--- src/rtl/vrf_wb_arbiter.sv ---
// Round-robin write-back arbiter: several vector units share one VRF write port
// through a registered one-entry output stage, with a commit pulse per accepted write.
module vrf_wb_arbiter #(
    parameter int NrReq = 3,
    parameter int DataW = 64,
    parameter int AddrW = 8,
    parameter int IdW   = 4,
    parameter int StrbW = DataW / 8
) (
    input  logic                        clk_i,
    input  logic                        rst_i,
    input  logic [NrReq-1:0]            req_valid_i,
    output logic [NrReq-1:0]            req_gnt_o,
    input  logic [NrReq-1:0][DataW-1:0] req_wdata_i,
    input  logic [NrReq-1:0][StrbW-1:0] req_wstrb_i,
    input  logic [NrReq-1:0][AddrW-1:0] req_addr_i,
    input  logic [NrReq-1:0][IdW-1:0]   req_id_i,
    output logic                        vrf_wvalid_o,
    input  logic                        vrf_wready_i,
    output logic [DataW-1:0]            vrf_wdata_o,
    output logic [StrbW-1:0]            vrf_wstrb_o,
    output logic [AddrW-1:0]            vrf_waddr_o,
    output logic [IdW-1:0]              vrf_wid_o,
    output logic                        wb_commit_o,
    output logic [IdW-1:0]              wb_commit_id_o
);
    localparam int PtrW = (NrReq > 1) ? $clog2(NrReq) : 1;

    typedef struct packed {
        logic [DataW-1:0] data;
        logic [StrbW-1:0] strb;
        logic [AddrW-1:0] addr;
        logic [IdW-1:0]   id;
    } wb_word_t;

    logic            out_valid_q;
    wb_word_t        out_q;
    logic [PtrW-1:0] rr_q;
    logic [PtrW-1:0] win;
    logic            any_gnt;
    logic            free;

    // Reset gates the stage so a discarded word is never written or committed.
    assign free = !rst_i && (!out_valid_q || vrf_wready_i);

    always_comb begin
        int idx;
        req_gnt_o = '0;
        win       = '0;
        any_gnt   = 1'b0;
        idx       = 0;
        if (free) begin
            for (int k = 0; k < NrReq; k++) begin
                idx = int'(rr_q) + k;
                if (idx >= NrReq) idx = idx - NrReq;
                if (!any_gnt && req_valid_i[idx]) begin
                    any_gnt        = 1'b1;
                    win            = PtrW'(idx);
                    req_gnt_o[idx] = 1'b1;
                end
            end
        end
    end

    always_ff @(posedge clk_i) begin
        if (rst_i) begin
            out_valid_q <= 1'b0;
            out_q       <= '0;
            rr_q        <= '0;
        end else if (any_gnt) begin
            out_valid_q <= 1'b1;
            out_q.data  <= req_wdata_i[win];
            out_q.strb  <= req_wstrb_i[win];
            out_q.addr  <= req_addr_i[win];
            out_q.id    <= req_id_i[win];
            rr_q        <= (win == PtrW'(NrReq - 1)) ? '0 : win + 1'b1;
        end else if (vrf_wready_i) begin
            out_valid_q <= 1'b0;
        end
    end

    assign vrf_wvalid_o   = out_valid_q && !rst_i;
    assign vrf_wdata_o    = out_q.data;
    assign vrf_wstrb_o    = out_q.strb;
    assign vrf_waddr_o    = out_q.addr;
    assign vrf_wid_o      = out_q.id;
    assign wb_commit_o    = vrf_wvalid_o && vrf_wready_i;
    assign wb_commit_id_o = out_q.id;

endmodule

--- config.mk ---
export PLATFORM = sky130hd
export DESIGN_NAME = vrf_wb_arbiter
export DESIGN_NICKNAME = d
export VERILOG_FILES = /design/src/rtl/vrf_wb_arbiter.sv
export SDC_FILE = /design/constraint.sdc
export NUM_CORES = 1
export LEC_CHECK = 0
export CAP_MARGIN = 0
export CORE_MARGIN = 10
export CORE_UTILIZATION = 40
export CTS_CLUSTER_DIAMETER = 150
export DETAILED_ROUTE_END_ITERATION = 16
export GPL_TIMING_DRIVEN = 0
export HOLD_SLACK_MARGIN = 0.06
export PLACE_DENSITY = 0.87
export SLEW_MARGIN = 20
export SYNTH_ARGS = -nofsm -noshare
export SYNTH_HDL_FRONTEND = slang
export SYNTH_SLANG_ARGS = --single-unit
--- constraint.sdc ---
create_clock -name clk_i -period 3.9 [get_ports clk_i]
set_input_delay 0.39 -clock clk_i [delete_from_list [all_inputs] [get_ports clk_i]]
set_output_delay 0.39 -clock clk_i [all_outputs]
set_load 0.02 [all_outputs]
==> flow_summary.yaml <==
final_layout:
  post_route_cells_drive_above_1_share_pct: 6.312
  nets: 1366
  finish.cell_count_without_fillers: 1287
  synthToLayoutAreaGrowth_pct: 74.33
worst_setup_path:
  arrival_ps: 3150
  max_stage_delay_ps: 670
  end_kind: "output port"
  worstPathCellList: "inv_1, ha_1, buf_4, or3b_1, or4b_1, o21ai_2, a22oi_1, a21oi_1, clkdlybuf4s50_1"
  startpoint_type: "flip-flop"
  setup.worst_path.class: "reg2out"
  critPathMaxFanout: 10
  critical_path.slowest_cell: "sky130_fd_sc_hd__clkdlybuf4s50_1"
  required_time_reported_for_the_critical_path_endpoint_ps: 3510
floorplanning:
  io_pins: 351
  number_of_core_rows: 42
  die_footprint_um2: 18680
  floorplan.initialDensity_pct: 40.96
  floorplan.die.height_um: 136.7
  die_width_um: 136.7
  coreArea_um2: 13300
synth:
  synth-async-reset-ratio_pct: 0
  yosys-top-cells-area: "sky130_fd_sc_hd__dfxtp_1 (32%), sky130_fd_sc_hd__a21oi_1 (13%), sky130_fd_sc_hd__a221oi_1 (7.6%)"
  mappedNetlistNets: 1005
  post_synthesis_sequential_area_ratio_pct: 31.99
  synth-simple-area-share_pct: 16.93
  postSynthAreaPerCell_um2: 7.329
  dominant_combinational_cell_family_by_area_after_synthesis: "compound AO/OA/AOI/OAI gates"
  synth_warnings: 0
  synthesis.instances: 743
  syn-cell-area_um2: 5445
  yosys.area_share.xor_xnor_pct: 0
  synth-compound-area-share_pct: 41.68
  synth-seq-cells: 87
  post_synth_num_cell_types: 41
  muxShareOfSynthArea_pct: 0
  post_synth_top_area_share_pct: 31.99
  synth_top_flop_cell: "sky130_fd_sc_hd__dfxtp_1"
  number_of_enable_flip_flop_cells_after_synthesis: 0
  synth_area_in_adders_pct: 0.9191
  synth_top_area_cell: "sky130_fd_sc_hd__dfxtp_1"
grt:
  number_of_global_route_vias_before_repair: 7277
  first_pass_grt_wire_length_um: 41830
  global_route_usage_over_all_layers_pct: 28.63
  grt_start_max_net_pins: 15
  grt_overflow_total: 0
  grt_antenna_before_repair: 2
timing:
  min_period_ps: 3543
  finalHoldViolations: 0
  grt_setup_unrepaired: "no"
  slew_violations: 0
  max_clock_freq_ghz: 0.2823
  setup_total_negative_slack_ps: 0
  timing.clock.skew_ps: 6.209
  setup_viol: 0
  tightest_slew_ps: 590.2
  post-route-period-util_pct: 90.84
  worst_slew_margin_rel_pct: 60.66
drt:
  first_iter_violations: 629
  detail_route.wirelength_um: 28530
  avgViaCountPerCell: 5.858
  drc: 0
  detail_route.wl_per_cell_um: 22.17
  final_ant_viol_nets: 0
  vias_after_detailed_routing: 7539
  drt_first_pass_iters: 5
clock_tree:
  clkTransAtPathRegs_ps: 70
  cts_tree: "yes"
  worstSkewPairLatency_ps: 360
  clkSinkCount: 87
  ctsHoldBuffers: 0
  htreeDepth: 3
  cts_setup_buffers: 0
  cts_made_buffers: 9
  root_buffer: "sky130_fd_sc_hd__clkbuf_16"
  cts_resized: 0
  cts.path.max_buffers: 2
power:
  static_leak_nw: 3.487
  power.ir.vdd_worst_mv: 0.2514
  pnr_total_power_mw: 4.972
  powerDensity_nw_per_um2: 523.8
place:
  dp_hpwl_um: 22550
  portBuffers: 350
  post-place-cells: 1269
  gp_congestion: 1.002
flow_run:
  drv_cap: 0
outcome:
  status: "finished, final reports clean"
hold_path:
  hold_path.class: "reg2reg"
stage by stage:
stage,cell area [µm²],setup WS [ps],hold WS [ps],util (%)
4_1_cts,9488,379.2,512.0,71.36
6_report,9493,357.1,510.1,71.40
3_5_place_dp,9169,581.3,501.7,68.96
2_1_floorplan,5445,1395,507.3,-
3_3_place_gp,9169,578.3,495.3,68.96
5_1_grt,9493,186.1,525.0,71.40
registers in the layout (all words and copies together), names as in the netlist:
name and cells:
vrf_wdata_o 64, vrf_waddr_o 8, vrf_wstrb_o 8, vrf_wid_o 4, rr_q 2, out_valid_q 1
path summary, 6_finish.rpt:
check	start	end	slack, ps	cells after the start
worst max-delay path	rr_q[1]$_SDFFE_PP0P_	req_gnt_o[0]	360	9
worst min-delay path	vrf_wdata_o[22]$_SDFFE_PP0P_	vrf_wdata_o[22]$_SDFFE_PP0P_	510	2
worst max register to register	rr_q[0]$_SDFFE_PP0P_	vrf_wdata_o[20]$_SDFFE_PP0P_	1270	9
worst min register to register	vrf_wdata_o[22]$_SDFFE_PP0P_	vrf_wdata_o[22]$_SDFFE_PP0P_	510	2
cells in the final DEF (no fill, tap or decap), types with 4 or more instances in the layout:
| master | synthesis | layout |
|---|---|---|
| sky130_fd_sc_hd__a221oi_1 | 47 | 47 |
| sky130_fd_sc_hd__buf_2 | 42 | 42 |
| sky130_fd_sc_hd__o211ai_1 | 39 | 39 |
| sky130_fd_sc_hd__clkdlybuf4s50_1 | 0 | 350 |
| sky130_fd_sc_hd__nor2_1 | 8 | 8 |
| sky130_fd_sc_hd__nor3_1 | 39 | 39 |
| sky130_fd_sc_hd__inv_1 | 5 | 5 |
| sky130_fd_sc_hd__nand2_1 | 88 | 88 |
| sky130_fd_sc_hd__o31ai_1 | 39 | 39 |
| sky130_fd_sc_hd__clkbuf_16 | 0 | 9 |
| sky130_fd_sc_hd__a22oi_1 | 41 | 41 |
| sky130_fd_sc_hd__ha_1 | 4 | 4 |
| sky130_fd_sc_hd__o21ai_0 | 39 | 39 |
| sky130_fd_sc_hd__dfxtp_1 | 87 | 87 |
| sky130_fd_sc_hd__buf_4 | 7 | 7 |
| sky130_fd_sc_hd__nand3_1 | 41 | 41 |
| sky130_fd_sc_hd__nor2b_1 | 6 | 6 |
| sky130_fd_sc_hd__a21oi_1 | 136 | 136 |
| sky130_fd_sc_hd__clkbuf_1 | 44 | 44 |
routing by layer:
layer	track usage, %	routed length [µm]	vias to the layer above
met4	12.37	940	0
met3	9.641	3218	54
met1	30.59	10260	3527
met5	0	0	-
li1	-	-	3541
met2	50.27	14110	417
where the power goes:
part           internal (mW)  switching [mW]
Sequential              1.16           0.144
Combinational           1.19            1.54
Clock                  0.551           0.390
critical path: cells and delay by family (launching register included):
family                   cells  cell delay (ps)
adder cells (fa/ha/maj)      1              250
flip-flops                   1              340
buffers and inverters        3              950
AO/OA/AOI/OAI                3              370
AND/OR/NAND/NOR              2              880
area by class of cell:
cell class | count | area (µm²)
diodes | 2 | 5.005
plain buffers | 96 | 439.2
clock buffers | 12 | 266.5
clock inverters | 4 | 52.55
fillers | 1130 | 3802
inverters | 6 | 22.52
multi-input cells | 554 | 3242
flip-flops and latches | 87 | 1742
well taps | 176 | 220.2
repair buffers | 350 | 3503
synth_stat cells (2+ instances only):
library cell and n:
sky130_fd_sc_hd__a21oi_1 136, sky130_fd_sc_hd__o21bai_1 2, sky130_fd_sc_hd__nor2_1 8, sky130_fd_sc_hd__ha_1 4, sky130_fd_sc_hd__nor2b_1 6, sky130_fd_sc_hd__a221oi_1 47, sky130_fd_sc_hd__nor3_1 39, sky130_fd_sc_hd__a22oi_1 41
sky130_fd_sc_hd__nand2_1 88, sky130_fd_sc_hd__o211ai_1 39, sky130_fd_sc_hd__nand3_1 41, sky130_fd_sc_hd__clkbuf_1 44, sky130_fd_sc_hd__o21ai_0 39, sky130_fd_sc_hd__a31oi_1 2, sky130_fd_sc_hd__nand2b_1 3, sky130_fd_sc_hd__inv_1 5
sky130_fd_sc_hd__buf_2 42, sky130_fd_sc_hd__o31ai_1 39, sky130_fd_sc_hd__buf_1 3, sky130_fd_sc_hd__dfxtp_1 87, sky130_fd_sc_hd__buf_4 7, sky130_fd_sc_hd__a32oi_1 2
cell families (layout without fill, tap and decap cells):
family / Yosys count / after routing
DFF: 87 / 87
AOI/OAI and AO/OA: 352 / 352
and+or+nand+nor: 198 / 198
buffers and inverters: 102 / 468
other: 0 / 2
adders and majority gates: 4 / 4
No activity file was read; power rests on OpenSTA's default activity.
